--- src/rtl/tcp_tx_scheduler.sv ---
// Orders SYN/ACK/FIN/RST and data segments of one TCP connection onto the encoder; optional TCP_ACK_DELAY_EN holds pure ACKs.
// Latency: descriptor valid the cycle after selection in IDLE; minimum 3 cycles per segment.
// Backpressure: descriptor held stable until tx_ready_i, then waits for tx_done_i or TIMEOUT.
module tcp_tx_scheduler #(
    parameter int TIMEOUT   = 4096,
    parameter int ACK_DELAY = 64
) (
    input  logic        clk_i,
    input  logic        rst_i,
    input  logic        req_syn_i,
    input  logic        req_ack_i,
    input  logic        req_fin_i,
    input  logic        req_rst_i,
    input  logic        data_req_i,
    input  logic [15:0] data_addr_i,
    input  logic [15:0] data_size_i,
    output logic        data_grant_o,
    input  logic [31:0] snd_nxt_i,
    input  logic [31:0] rcv_nxt_i,
    output logic        tx_valid_o,
    input  logic        tx_ready_i,
    output logic [7:0]  tx_flags_o,
    output logic [31:0] tx_seq_o,
    output logic [31:0] tx_ack_o,
    output logic [15:0] tx_payload_addr_o,
    output logic [15:0] tx_payload_size_o,
    input  logic        tx_done_i,
    output logic        busy_o,
    output logic        err_timeout_o,
    output logic [3:0]  pending_o
);

    localparam int TW = $clog2(TIMEOUT + 1);

    typedef enum logic [1:0] {IDLE = 2'd0, ISSUE = 2'd1, WAIT_DONE = 2'd2} state_t;
    typedef enum logic [2:0] {SEL_NONE, SEL_RST, SEL_SYN, SEL_FIN, SEL_DATA, SEL_ACK} sel_t;

    state_t        state_q;
    sel_t          sel;
    logic [3:0]    pend_q, pend_d, clr;
    logic          ack_ok;
    logic [TW-1:0] to_cnt_q;
    logic          is_data_q;
    logic          tx_valid_q, grant_q, err_q;
    logic [7:0]    tx_flags_q;
    logic [31:0]   tx_seq_q, tx_ack_q;
    logic [15:0]   tx_addr_q, tx_size_q;

    // Pending bits are {rst, fin, syn, ack}; selection only looks at registered bits.
    always_comb begin
        sel = SEL_NONE;
        if (state_q == IDLE) begin
            if (pend_q[3])                 sel = SEL_RST;
            else if (pend_q[1])            sel = SEL_SYN;
            else if (pend_q[2])            sel = SEL_FIN;
            else if (data_req_i)           sel = SEL_DATA;
            else if (pend_q[0] && ack_ok)  sel = SEL_ACK;
        end
    end

    always_comb begin
        clr = 4'b0000;
        case (sel)
            SEL_RST:  clr = 4'b1111;
            SEL_SYN:  clr = 4'b0011;
            SEL_FIN:  clr = 4'b0101;
            SEL_DATA: clr = 4'b0001;
            SEL_ACK:  clr = 4'b0001;
            default:  clr = 4'b0000;
        endcase
        // A fresh ACK request survives consumption; SYN/FIN/RST requests are absorbed.
        pend_d = (pend_q & ~clr)
               | ({req_rst_i, req_fin_i, req_syn_i, req_ack_i} & ~(clr & 4'b1110));
    end

`ifdef TCP_ACK_DELAY_EN
    localparam int AW = $clog2(ACK_DELAY + 1);
    logic [AW-1:0] ack_cnt_q, ack_cnt_d;

    always_comb begin
        ack_cnt_d = ack_cnt_q;
        if (!pend_d[0])
            ack_cnt_d = '0;
        else if (!pend_q[0] || clr[0])
            ack_cnt_d = AW'(1);
        else if (ack_cnt_q < AW'(ACK_DELAY - 1))
            ack_cnt_d = ack_cnt_q + 1'b1;
    end

    always_ff @(posedge clk_i) begin
        if (rst_i) ack_cnt_q <= '0;
        else       ack_cnt_q <= ack_cnt_d;
    end

    assign ack_ok = (ack_cnt_q >= AW'(ACK_DELAY - 1));
`else
    // Pure ACK is eligible at once; ACK_DELAY has no effect in this build.
    assign ack_ok = (ACK_DELAY >= 0);
`endif

    always_ff @(posedge clk_i) begin
        if (rst_i) begin
            state_q    <= IDLE;
            pend_q     <= '0;
            to_cnt_q   <= '0;
            is_data_q  <= 1'b0;
            tx_valid_q <= 1'b0;
            grant_q    <= 1'b0;
            err_q      <= 1'b0;
            tx_flags_q <= '0;
            tx_seq_q   <= '0;
            tx_ack_q   <= '0;
            tx_addr_q  <= '0;
            tx_size_q  <= '0;
        end else begin
            pend_q  <= pend_d;
            grant_q <= 1'b0;
            err_q   <= 1'b0;
            case (state_q)
                IDLE: begin
                    if (sel != SEL_NONE) begin
                        tx_valid_q <= 1'b1;
                        tx_seq_q   <= snd_nxt_i;
                        tx_ack_q   <= rcv_nxt_i;
                        tx_addr_q  <= '0;
                        tx_size_q  <= '0;
                        is_data_q  <= (sel == SEL_DATA);
                        state_q    <= ISSUE;
                        case (sel)
                            SEL_RST: begin
                                tx_flags_q <= 8'h04;
                                tx_ack_q   <= '0;
                            end
                            SEL_SYN: begin
                                tx_flags_q <= pend_q[0] ? 8'h12 : 8'h02;
                                if (!pend_q[0]) tx_ack_q <= '0;
                            end
                            SEL_FIN:  tx_flags_q <= 8'h11;
                            SEL_DATA: begin
                                tx_flags_q <= 8'h18;
                                tx_addr_q  <= data_addr_i;
                                tx_size_q  <= data_size_i;
                            end
                            default:  tx_flags_q <= 8'h10;
                        endcase
                    end
                end
                ISSUE: begin
                    if (tx_ready_i) begin
                        tx_valid_q <= 1'b0;
                        grant_q    <= is_data_q;
                        to_cnt_q   <= '0;
                        state_q    <= WAIT_DONE;
                    end
                end
                WAIT_DONE: begin
                    if (tx_done_i) begin
                        state_q <= IDLE;
                    end else if (to_cnt_q == TW'(TIMEOUT - 1)) begin
                        err_q   <= 1'b1;
                        state_q <= IDLE;
                    end else begin
                        to_cnt_q <= to_cnt_q + 1'b1;
                    end
                end
                default: state_q <= IDLE;
            endcase
        end
    end

    assign busy_o            = (state_q != IDLE);
    assign pending_o         = pend_q;
    assign tx_valid_o        = tx_valid_q;
    assign tx_flags_o        = tx_flags_q;
    assign tx_seq_o          = tx_seq_q;
    assign tx_ack_o          = tx_ack_q;
    assign tx_payload_addr_o = tx_addr_q;
    assign tx_payload_size_o = tx_size_q;
    assign data_grant_o      = grant_q;
    assign err_timeout_o     = err_q;

endmodule
--- config.mk ---
export PLATFORM = sky130hd
export DESIGN_NAME = tcp_tx_scheduler
export DESIGN_NICKNAME = d
export VERILOG_FILES = /design/src/rtl/tcp_tx_scheduler.sv
export SDC_FILE = /design/constraint.sdc
export NUM_CORES = 1
export LEC_CHECK = 0
export ABC_AREA = 1
export CAP_MARGIN = 20
export CORE_ASPECT_RATIO = 1.5
export CORE_MARGIN = 5
export CORE_UTILIZATION = 44
export DETAILED_ROUTE_END_ITERATION = 10
export PLACE_DENSITY = 0.81
export SLEW_MARGIN = 20
export SYNTH_ARGS = -nofsm -noshare
export SYNTH_HDL_FRONTEND = slang
export SYNTH_SLANG_ARGS = --single-unit
export TNS_END_PERCENT = 20
--- constraint.sdc ---
create_clock -name clk_i -period 2.3 [get_ports clk_i]
set_clock_uncertainty 0.2 [all_clocks]
set_input_delay 0.23 -clock clk_i [delete_from_list [all_inputs] [get_ports clk_i]]
set_output_delay 0.23 -clock clk_i [all_outputs]
set_load 0.01 [all_outputs]
**Word level (Yosys, flattened, before mapping)**

Cells that the tools add are included.

- Equal/unequal tests: 13
- Add/sub/neg operators: 1
- Multiplexer cells: 26
- Reduce and logical (&&, ||, !) cells: 12
- Bitwise logic cells: 8

Operator list:

| kind | count |
|---|---|
| $pmux 32 s2 | 1 |
| $mux 13 | 3 |
| $mux 16 | 2 |
| $mux 32 | 1 |
| $pmux 13 s2 | 1 |
| $pmux 5 s4 | 1 |
| $mux 3 | 6 |
| $pmux 4 s4 | 1 |
| $add 13x1->13 const B | 1 |
| $eq 13x12->1 const B | 1 |
| $and 4x4->4 | 2 |
| $mux 2 | 4 |
| $not 4->4 | 2 |
| $eq 3x2->1 const B | 2 |
| $eq 3x3->1 const B | 2 |
| $ne 2x2->1 const B | 3 |
| $pmux 2 s3 | 1 |
| $reduce_and 3->1 | 2 |
| $reduce_bool 2->1 | 3 |
| $reduce_or 3->1 | 2 |
| $mux 5 | 1 |
| $or 4x4->4 | 1 |
| $reduce_and 4->1 | 1 |
| $eq 3x1->1 const B | 1 |
| other kinds (11) | 15 |

- Bits in registers: 127
- Logic and storage cells: 72
- Bits of input ports: 105

**Longest topological paths before layout**

Gate-level depths: netlist (run 1).

- Word-level depth: 12
- Mapped depth: 12
- Mapped depth without buffers: 11

**Worst setup path before layout (run 1)**

OpenSTA, ideal clock, no wires.

- Kind: reg-to-reg
- Start: register pend_q[0] (netlist: pending_o[0])
- End: register tx_ack_q[10] (netlist: tx_ack_o[10])
- Slack: 0.562 ns
- Data arrival time: 1.429 ns
- Clock period less this slack: 1.738 ns
- Buffers on the path: 3
- Stages on the path, launching flop included: 13
- Required time: 1.991 ns
- Setup time: 0.109 ns
- Path through: dfxtp_1 > buf_6 > nand2_1 > nand2_1 > nand2_2 > nand2_2 > nand2_2 > nand2_4 > buf_2 > buf_6 > nand3_1 > nand2_1 > inv_1

- Longest elaborated chain between the ends: 8
- Elaborated cells between the ends (all ways): 12

Ends and longest elaborated chain:

| element | line | source |
|---|---|---|
| start: declaration | 40 | `logic [3:0] pend_q, pend_d, clr;` |
| start signal: assignment | 116 | `pend_q <= pend_d;` |
| $mux 3 | 57 | `else if (pend_q[0] && ack_ok) sel = SEL_ACK;` |
| $mux 3 | 56 | `else if (data_req_i) sel = SEL_DATA;` |
| $mux 3 | 55 | `else if (pend_q[2]) sel = SEL_FIN;` |
| $mux 3 | 54 | `else if (pend_q[1]) sel = SEL_SYN;` |
| $mux 3 | 53 | `if (pend_q[3]) sel = SEL_RST;` |
| $mux 3 | 52 | `if (state_q == IDLE) begin` |
| $eq 3x2->1 (tied with other cells) | 129 | `case (sel)` |
| $pmux 32 s2 / $reduce_and 2->1 (equally long branches) | n/a |  |
| end signal: assignment | 124 | `tx_ack_q <= rcv_nxt_i;` |
| end: declaration | 46 | `logic [31:0] tx_seq_q, tx_ack_q;` |

Parallel ways exist; a longest one is shown, timed or not.
A chain may end at the register's enable or synchronous reset.

**Final worst setup path (run 1)**

- Start: register pend_q[0] (netlist: pending_o[0])
- End: output port pending_o[0]

RTL lines:

| element | line | source |
|---|---|---|
| end: declaration | 30 | `output logic [3:0] pending_o` |

No word-level cell between the ends.

==> results of run 1 <==
cells in the mapped netlist, types with 4 or more instances:
cell type  count  area share, %
a21oi_1       47            4.3
buf_2         21            1.9
buf_4          6           0.82
buf_6          5            1.0
clkbuf_1      24            1.6
dfxtp_1      124             45
inv_1         92            6.3
nand2_1      157             11
nand2_2        5           0.57
nand3_1       75            6.8
nand4_1       37            4.2
nor2_1       101            6.9
o21ai_0       67            6.1
xor2_1         4           0.63
registers in the layout, summed over array words and instances (netlist names):
name	flops
tx_ack_o	32
tx_payload_addr_o	16
tx_flags_o	5
tx_payload_size_o	16
state_q	2
tx_valid_o	1
is_data_q	1
err_timeout_o	1
pending_o	4
tx_seq_o	32
data_grant_o	1
to_cnt_q	13
worst min-delay path: stages:
cell and delay, ps:
buf_2 90, inv_2 40, buf_12 180, nand2_1 90, inv_1 30
cells by family (layout without fill, tap and decap cells):
family / after synthesis / after routing / synth area share [%]
flip-flops: 124 / 124 / 45.0
AND/OR/NAND/NOR: 384 / 384 / 30.5
AO/OA/AOI/OAI: 121 / 121 / 11.5
buffers and inverters: 151 / 361 / 11.8
other: 1 / 3 / 0.0680
XOR/XNOR: 6 / 6 / 0.952
adder cells (fa/ha/maj): 1 / 1 / 0.227
layout make-up:
class	instances	area (µm²)	share of cell area, %
Clock buffer	19	443	5.26
Clock inverter	13	214	2.54
Inverter	95	357	4.24
Multi-Input combinational cell	515	2390	28.4
Sequential cell	124	2480	29.5
Tap cell	156	195	2.32
Timing Repair Buffer	234	2330	27.7
where the power goes:
part / switching, W / leakage [nW] / internal (W)
clock network: 0.00101 / 0.314 / 0.00196
logic: 0.00243 / 2.32 / 0.00202
registers: 0.000349 / 1.02 / 0.00280
total: 0.00378 / 3.65 / 0.00678
cells in the final DEF, fill, tap and decap left out, drive strengths merged:
master,Yosys,final
a21oi,47,47
a41oi,1,1
buf,32,22
bufinv,0,5
clkbuf,24,19
clkdlybuf4s50,0,212
clkinv,0,4
clkinvlp,0,2
conb,1,3
dfxtp,124,124
ha,1,1
inv,95,97
nand2,163,163
nand3,76,76
nand4,37,37
nor2,104,104
nor3,2,2
nor4,1,1
o2111ai,1,1
o211ai,1,1
o21ai,69,69
o221ai,1,1
o22ai,1,1
or2,1,1
xnor2,2,2
xor2,4,4
routing by layer:
layer | wire length, µm | track usage, %
met1 | 6340 | 24.5
met2 | 8430 | 37.5
met3 | 1230 | 5.94
met4 | 651 | 10.9
met5 | 0 | 0
per-stage QoR:
step / area, µm² / utilization (%)
floorplan: 5530 / -
global placement: 7760 / 62.6
detailed placement: 7760 / 62.6
CTS: 8420 / 67.9
global route: 8420 / 67.9
finish: 8420 / 67.9
worst max-delay path by stage:
stage	endpoint	cells after the start	slack, ps
finish	pending_o[0]	2	140
global route	to_cnt_q[0]	7	20
CTS	pending_o[0]	2	140
detailed placement	tx_ack_o[28]	13	210
global placement	tx_ack_o[11]	9	250
floorplan	tx_ack_o[10]	12	560
==> results.json, run 1 <==
{
  "worst_pin_slew_ps": 512,
  "core-area_um2": 12400,
  "cts_setup_buffers": 0,
  "hpwl_um": 11500,
  "rows": 50,
  "cts_sinks": 124,
  "slew_headroom_pct": 65.9,
  "path_delay_family": "buffers and inverters",
  "critPathLaunchType": "flip-flop",
  "die_w_um": 101,
  "crit_type": "reg2out",
  "yosys_most_used_dff": "dfxtp_1",
  "hp-class": "in2reg",
  "required_ps": 1870,
  "drt-pass1-iter-count": 5,
  "crit_chain": "buf_4 -> clkdlybuf4s50_1",
  "power.total_w": 0.0106,
  "rsz0062_at_grt": "false",
  "hold_end": "state_q[0]",
  "syn_to_final_growth_pct": 52.5,
  "die_h_um": 147,
  "reg2regPathDepth": 7,
  "track_usage_pct": 21.9,
  "fmax_mhz": 463,
  "drv_cap": 0,
  "initial_core_util_pct": 44.5,
  "dp_cells": 1124,
  "cp_num_buf_inv": 2,
  "globalplace.congestion": 0.848,
  "grt_pass1_wl_um": 26400,
  "hold_viol_final": 0,
  "drc_errors": 0,
  "grt_max_degree": 81,
  "endpoint_kind": "output port",
  "hold_ws_ps": 116,
  "via_count": 5776,
  "wl_um": 16700,
  "finalWorstSetupSlack_ps": 140,
  "critPathMaxStageDelay_ps": 610,
  "leakagePower_nw": 3.65,
  "synth_edf_count": 0,
  "gr-total-overflow": 0,
  "ys.warnings.count": 0,
  "worstPathArrival_ps": 1730,
  "drtAntennaViolNets": 0,
  "r2r-start": "to_cnt_q[0]",
  "ios": 217,
  "ir_worst_vdd_v": 0.000697,
  "drt_iter0_markers": 283,
  "place_ws_ps": 210,
  "port_buffers": 213,
  "outcome": "finished, final reports clean",
  "cts_buffers": 17,
  "vias_per_cell": 5.00,
  "final_cells": 1156,
  "synth.distinct_cells": 32,
  "syn_area_um2": 5520,
  "cts_root_buf": "clkbuf_16",
  "ys_ff_latch": 124,
  "r2r_end": "to_cnt_q[5]",
  "min_from": "rst_i",
  "setup_viol": 0,
  "clk_pin_slew_ps": 60,
  "p_per_area_nw_per_um2": 1260,
  "antenna_found_initial": 0,
  "cpMaxStageDelayCell": "clkdlybuf4s50_1",
  "htreeDepth": 4,
  "cts_buffer_depth": 2,
  "startpoint": "pending_o[0]",
  "drive_above_1_share_pct": 6.90,
  "fillers": 1017,
  "dieArea_um2": 14900,
  "rrSetupSlack_ps": 200,
  "maxSlewViolCount": 0,
  "clk_latency_ps": 410,
  "final_nets": 1093,
  "whs_path_depth": 5,
  "wire_per_inst_um": 14.4,
  "antenna_cells": 0,
  "hold_buffers": 0,
  "syn_area_per_cell_um2": 7.00,
  "min_period_over_period_pct": 93.9,
  "crit_fanout": 35,
  "period_needed_ps": 2160,
  "async_flop_share_pct": 0,
  "cts_resized": 0,
  "yosysSeqAreaShare_pct": 45.0,
  "cts_tree": "built",
  "grt_pass1_vias": 5439,
  "fin_tns_setup_ps": 0,
  "synthCells": 788
}
Note: power is estimated with default switching activity, not from simulation.
==> run 2: changes to the inputs <==
- ABC_CLOCK_PERIOD_IN_PS: not set -> 2600
- CORE_UTILIZATION: 44 -> 47
- PLACE_DENSITY: 0.81 -> 0.86
- clock period: 2.3 -> 2.6 ns (I/O delays scaled with it)
==> run 2 against run 1 <==
  * Worst setup slack improved by 210 ps
  * Sequential cell count did not move
  * Clock power fell by 15%
  * Hold slack improved by 60 ps
  * Design area fell by 0.62%
  * Register-to-register slack improved by 150 ps
  * Die area fell by 5.9%
  * Critical path type is now reg2reg
==> results.json, run 2 (synthesis gave the netlist of run 1 again) <==
{
  "grt_pass1_vias": 5563,
  "ir_worst_vdd_v": 0.000633,
  "hpwl_um": 11400,
  "slew_headroom_pct": 62.5,
  "cts_resized": 0,
  "met1_usage_pct": 25.2,
  "cts_root_buf": "clkbuf_16",
  "grt-busiest-layer": "met2",
  "worstPathArrival_ps": 2380,
  "final_area_um2": 8360,
  "initial_core_util_pct": 47.9,
  "drt_iter0_markers": 404,
  "dp_cells": 1115,
  "crit_fanout": 12,
  "port_buffers": 213,
  "grt_max_degree": 50,
  "grt_use_met2_pct": 41.7,
  "regArea_um2": 2480,
  "syn_to_final_growth_pct": 51.6,
  "ios": 217,
  "fmax_mhz": 444,
  "globalRouteMet3Util_pct": 7.09,
  "grt_pass1_wl_um": 26800,
  "maxSlewViolCount": 0,
  "period_needed_ps": 2250,
  "critPathLaunchType": "flip-flop",
  "core-area_um2": 11500,
  "globalplace.congestion": 0.818,
  "endpoint_kind": "flip-flop",
  "final_cells": 1147,
  "fin_tns_setup_ps": 0,
  "clk_pin_slew_ps": 60,
  "rows": 48,
  "final_nets": 1090,
  "cts_tree": "built",
  "crit_type": "reg2reg",
  "cts_buffers": 17,
  "setup_viol": 0,
  "drtAntennaViolNets": 0,
  "required_ps": 2720,
  "wl_um": 16900,
  "clk_latency_ps": 400,
  "rsz0062_at_grt": "false",
  "cts_setup_buffers": 0,
  "mostFrequentLayoutCells": "212 x clkdlybuf4s50_1, 157 x nand2_1, 124 x dfxtp_1",
  "min_period_over_period_pct": 86.6,
  "antenna_cells": 0,
  "hp-class": "in2reg",
  "cts_buffer_depth": 2,
  "p_per_area_nw_per_um2": 1100,
  "drv_cap": 0,
  "drt-pass1-iter-count": 7,
  "die_h_um": 143,
  "hold_buffers": 0,
  "wire_per_inst_um": 14.7,
  "crit_chain": "ha_1 -> nand3_1 -> nor2_1 -> nand3_1 -> nand3_1 -> nand2_1 -> a21oi_1",
  "hold_viol_final": 0,
  "drc_errors": 0,
  "drive_above_1_share_pct": 6.72,
  "cpMaxStageDelayCell": "dfxtp_1",
  "worst_pin_slew_ps": 562,
  "fillers": 902,
  "outcome": "finished, final reports clean",
  "gr-total-overflow": 0,
  "track_usage_pct": 23.4,
  "crit_top_cell": "nand3_1",
  "path_delay_family": "simple AND/OR/NAND/NOR gates",
  "cp_num_buf_inv": 0,
  "dieArea_um2": 14100,
  "multi_input_area_um2": 2390,
  "cts_sinks": 124,
  "leakagePower_nw": 3.64,
  "vias_per_cell": 5.07,
  "place_area_um2": 7730,
  "final_common_cell": "clkdlybuf4s50_1",
  "htreeDepth": 4,
  "via_count": 5820,
  "antenna_found_initial": 0,
  "die_w_um": 98.5,
  "critPathMaxStageDelay_ps": 450
}
## run 2: cell types whose count changed in the layout (fill, tap and decap cells not counted)
cell and delta:
buf_4 -3, bufinv_16 -1, clkbuf_1 -1, clkbuf_8 -1, clkinv_2 +1, clkinv_4 +1
clkinvlp_4 -2, inv_6 +3
## run 2: report_power, final
part	internal [W]	switching [W]	total [W]	leakage, nW
Sequential	0.00247	0.000312	0.00279	1.02
Combinational	0.00177	0.00214	0.00391	2.30
Clock	0.00162	0.000907	0.00253	0.313
## run 2: worst reg2reg max path, cell delays in order, from the launching register on
cell     delay [ps]
dfxtp_1         450
ha_1            260
nand3_1         180
nor2_1          210
nand3_1         110
nand3_1         390
nand2_1         160
a21oi_1         200
## run 2: final timing paths
kind              slack (ps)  depth (start not counted)          end        start
setup / recovery         350                          7  to_cnt_q[9]  to_cnt_q[0]
hold / removal           180                          4   state_q[0]        rst_i
setup reg to reg         350                          7  to_cnt_q[9]  to_cnt_q[0]
hold reg to reg          250                          2   tx_valid_o   tx_valid_o
## run 2: cell type report
class / instances / area share [%]
Inverter: 95 / 4.26
Tap cell: 150 / 2.24
Clock buffer: 17 / 5.09
Timing Repair Buffer: 231 / 27.6
Clock inverter: 15 / 2.50
Multi-Input combinational cell: 515 / 28.6
Sequential cell: 124 / 29.7
## run 2: stage by stage
| step | setup slack [ps] | hold WS, ps | total power, W | util [%] |
|---|---|---|---|---|
| finish | 348 | 175 | 0.00922 | 72.5 |
| global route | 128 | 203 | 0.00983 | 72.5 |
| CTS | 395 | 174 | 0.00929 | 72.5 |
| detailed placement | 394 | 253 | 0.00670 | 67.0 |
| global placement | 429 | 246 | 0.00666 | 67.0 |
| floorplan | 862 | 177 | 0.00494 | - |
## run 2: per-layer routing
layer  share of wire (%)  routed length (µm)  vias to the layer above
li1                    -                   -                     2919
met1                  37                6330                     2633
met2                  51                8700                      233
met3                 7.6                1280                       35
met4                 3.5                 598                        0
met5                   0                   0                        -
==> variant 1, RTL diff (flow settings as in run 1) <==
Build with the macro `TCP_ACK_DELAY_EN` defined.
--- a/src/rtl/tcp_tx_scheduler.sv
+++ b/src/rtl/tcp_tx_scheduler.sv
@@ -1,6 +1,8 @@
 // Orders SYN/ACK/FIN/RST and data segments of one TCP connection onto the encoder; optional TCP_ACK_DELAY_EN holds pure ACKs.
 // Latency: descriptor valid the cycle after selection in IDLE; minimum 3 cycles per segment.
 // Backpressure: descriptor held stable until tx_ready_i, then waits for tx_done_i or TIMEOUT.
+`define TCP_ACK_DELAY_EN
+
 module tcp_tx_scheduler #(
     parameter int TIMEOUT   = 4096,
     parameter int ACK_DELAY = 64
Behaviour: not the same (a bounded check fails within 4 cycles, from zero or initial values and one cycle with rst_i high).
==> variant 1 against run 1 <==
Final area increased by 11%. Worst setup slack got worse by 0.032 ns. Total power decreased by 1.1%. Sequential share of layout area decreased by 1.3 points. Routed wire length increased by 21%. Synthesized cell count increased by 6.7%. Area after synthesis increased by 8.0%. Sequential cell count increased by 7. Critical path type is now reg2reg.
==> variant 1: results <==
{
  "outcome": "complete, no violations",
  "avgRoutedWirePerCell_um": 16.5,
  "crit_fanout": 15,
  "arrival_ns": 2.30,
  "peakVddDrop_mv": 0.595,
  "start_util_pct": 44.4,
  "insertion_delay_ns": 0.42,
  "area_growth_pct": 56.5,
  "layout-drive-gt1-share_pct": 9.03,
  "synth.distinct_cells": 34,
  "wl_met1_mm": 7.59,
  "grt_use_met1_pct": 24.9,
  "num_vias": 6439,
  "place_congestion": 0.883,
  "drt_iter0_markers": 312,
  "wl_met2_mm": 10.3,
  "worstHoldPathCells": 4,
  "synthTopCellsByCount": "213 x nand2_1, 131 x dfxtp_1, 112 x nand3_1, 101 x inv_1, 49 x a21oi_1",
  "rr_worst_depth": 15,
  "postPlaceCellArea_um2": 8250,
  "nets": 1157,
  "p_leak_nw": 4.01,
  "intPower_mw": 6.84,
  "grt_max_degree": 63,
  "ys_seq_area_share_pct": 44.0,
  "synthTopCellsByArea": "dfxtp_1 44%, nand2_1 13%, nand3_1 9.4%",
  "fillers": 1045,
  "worst_pin_slew_ns": 0.501,
  "use_met3_pct": 8.27,
  "place_hpwl_mm": 12.8,
  "cts_buffers": 17,
  "grt_pass1_vias": 6065,
  "gr-usage-all-layers_pct": 22.6,
  "crit_path_start": "ack_cnt_q[0]$_SDFFE_PP0P_"
}
## variant 1: worst paths after layout
path | to | slack [ns]
hold reg to reg | tx_payload_addr_o[14]$_SDFFE_PP0P_ | 0.26
hold / removal | state_q[0]$_SDFFE_PP0P_ | 0.04
setup / recovery | tx_ack_o[29]$_SDFFE_PP0P_ | 0.11
setup reg to reg | tx_ack_o[29]$_SDFFE_PP0P_ | 0.11
## variant 1: cells by family after synthesis
logic type                 count (synthesis)  synth area share [%]
adders and majority gates                  2                 0.420
other                                      1                0.0630
and+or+nand+nor                          440                  34.6
AOI/OAI and AO/OA                         98                  8.72
buffers and inverters                    163                  11.3
xor gates and xnor gates                   6                 0.882
DFF                                      131                  44.0
## variant 1: area by class of cell
type                       instances  share of cell area (%)
clock buffer                      17                    4.56
clock inverter                    15                    2.44
inverter                         103                    4.17
multi-input combinational        550                    29.6
sequential                       131                    28.2
tap                              162                    2.17
timing repair buffer             247                    28.9
## variant 1: worst max-delay path, stage by stage (launching register included)
cell       delay [ns]
dfxtp_2          0.33
ha_1             0.20
inv_2            0.08
nor2_2           0.05
nand2_1          0.07
nand3_2          0.08
nand2_1          0.09
nand2_2          0.08
o21ai_4          0.21
buf_12           0.19
clkbuf_16        0.19
nand3b_1         0.08
nand2_1          0.07
inv_1            0.05
nand2_1          0.07
inv_1            0.04
## variant 1: power by group through the flow
stage	combinational (mW)	clock, mW	sequential, mW
after global routing	4.83	3.13	3.04
after global placement	3.72	0	3.01
after CTS	3.80	3.03	2.98
after detailed placement	3.77	0	3.02
final	4.46	3.00	2.99
after floorplan	1.90	0	3.19
## variant 1: timing repair
action                     in CTS  in global routing
hold endpoints to repair        0                  0
setup endpoints to repair       0                116
gates resized for setup         0                 37
setup buffers                   0                  1
==> variant 2, RTL diff (config.mk and constraints of run 1) <==
Made on the original files. Encoding of `state_t`: now one-hot (3 bits for 3 states).
--- a/src/rtl/tcp_tx_scheduler.sv
+++ b/src/rtl/tcp_tx_scheduler.sv
@@ -32,7 +32,7 @@
 
     localparam int TW = $clog2(TIMEOUT + 1);
 
-    typedef enum logic [1:0] {IDLE = 2'd0, ISSUE = 2'd1, WAIT_DONE = 2'd2} state_t;
+    typedef enum logic [2:0] {IDLE = 3'b001, ISSUE = 3'b010, WAIT_DONE = 3'b100} state_t;
     typedef enum logic [2:0] {SEL_NONE, SEL_RST, SEL_SYN, SEL_FIN, SEL_DATA, SEL_ACK} sel_t;
 
     state_t        state_q;
Function: same outputs for any inputs over 4 cycles, from zero or initial values and one cycle with rst_i high; so few cycles prove little.
==> variant 2 against run 1 <==
Fmax rose by 7.7%. Routed wire length fell by 9.4%. Register-to-register slack improved by 0.09 ns. Die area fell by 12%. Sequential cell count rose by 1. Area after synthesis fell by 13%. Worst setup slack improved by 0.15 ns. Global-route usage rose by 1.0 points. Total power fell by 14%. Final area fell by 9.5%. Critical endpoint is now to_cnt_q[0]$_SDFFE_PP0P_. Highest routed layer unchanged.
==> variant 2: results <==
{
  "holdCritPathClass": "in2reg",
  "synthTopCellsByCount": "281 x nand2_1, 125 x dfxtp_1, 57 x nand3_1, 48 x a21oi_1, 29 x inv_1",
  "top_layer_used": "met4",
  "ys_seq_area_share_pct": 52.3,
  "use_met3_pct": 8.09,
  "avgViaCountPerCell": 4.84,
  "grt_use_met1_pct": 24.2,
  "grt_pass1_wl_mm": 23.3,
  "cts_buffers": 17,
  "synth.top_cell.area_share_pct": 52.3,
  "numPlacedInstances": 976,
  "arrival_ns": 2.11,
  "outcome": "complete, no violations",
  "clock_path_buffers": 2,
  "min_from": "snd_nxt_i[27]",
  "synthTopCellsByArea": "dfxtp_1 52%, nand2_1 22%, nand3_1 6.0%",
  "routed-wl-met3_mm": 1.21,
  "antenna_cells": 0,
  "ant_nets": 0,
  "critical_path.slowest_cell": "dfxtp_1",
  "fillers": 834,
  "grt_max_degree": 67,
  "syn_avg_cell_area_um2": 7.44,
  "place_hpwl_mm": 11.0,
  "rr_worst_depth": 8,
  "cpPeakStageDelay_ns": 0.45,
  "rr_endpoint": "to_cnt_q[0]$_SDFFE_PP0P_",
  "nets": 958,
  "wl_met1_mm": 5.35,
  "hold_path_end": "tx_seq_o[27]$_SDFFE_PP0P_",
  "portBuffers": 213,
  "worstHoldPathCells": 3,
  "crit_fanout": 12,
  "wirelength_mm": 15.1,
  "peakVddDrop_mv": 0.865,
  "avgRoutedWirePerCell_um": 15.0,
  "gr-usage-met2_pct": 40.7,
  "detailedPlace.worstSlack_ns": 0.169,
  "reg2reg_slack_ns": 0.29,
  "p_leak_nw": 3.18,
  "place_congestion": 0.868,
  "wl_met2_mm": 8.13,
  "grt_pass1_vias": 4777,
  "layout-drive-gt1-share_pct": 6.82,
  "htreeDepth": 4,
  "postPlaceCellArea_um2": 7000,
  "fin_hold_ws_ns": 0.169,
  "path_delay_family": "simple AND/OR/NAND/NOR gates",
  "p_per_area_nw_per_um2": 1190,
  "first_pass_iters": 8,
  "gr-usage-all-layers_pct": 22.9,
  "drt_iter0_markers": 135,
  "insertion_delay_ns": 0.41
}
variant 2: worst max path at each step:
stage / from / to / slack, ns / cells after the start
after global placement: to_cnt_q[0]$_SDFFE_PP0P_ / to_cnt_q[1]$_SDFFE_PP0P_ / 0.23 / 8
after CTS: to_cnt_q[0]$_SDFFE_PP0P_ / to_cnt_q[1]$_SDFFE_PP0P_ / 0.16 / 8
after detailed placement: data_req_i / tx_payload_addr_o[3]$_SDFFE_PP0P_ / 0.17 / 12
after global routing: to_cnt_q[0]$_SDFFE_PP0P_ / to_cnt_q[5]$_SDFFE_PP0P_ / 0.11 / 8
final: to_cnt_q[0]$_SDFFE_PP0P_ / to_cnt_q[0]$_SDFFE_PP0P_ / 0.29 / 8
after floorplan: to_cnt_q[0]$_SDFFE_PP0P_ / to_cnt_q[1]$_SDFFE_PP0P_ / 0.49 / 9
variant 2: worst min-delay path, cell delays in order:
cell             delay [ns]
clkdlybuf4s50_1        0.40
nand2_1                0.06
nand2_1                0.04
variant 2: cell type report:
class / instances / area share, %
well taps: 144 / 2.37
clock buffers: 20 / 6.13
inverters: 35 / 1.76
repair buffers: 223 / 29.4
flip-flops and latches: 125 / 32.9
multi-input cells: 450 / 25.7
clock inverters: 12 / 1.77
variant 2: logic make-up (layout without fill, tap and decap cells):
family	Yosys count	in the layout	share of synthesized area, %
fa+ha+maj	1	1	0.261
flops	125	125	52.3
simple gates	382	382	32.9
xor+xnor	5	5	0.915
buf+inv	70	290	7.14
other cells	1	3	0.0784
compound gates	59	59	6.43
variant 2: what timing repair did:
action,in CTS,in global routing
endpoints found under the hold margin,1,0
hold buffers,1,0
gates resized for setup,0,1
setup endpoints to repair,0,3
variant 2: report_power, final:
group	switching, mW	internal (mW)
clock network	0.975	1.69
logic	1.76	1.56
registers	0.321	2.75
total	3.06	6.00
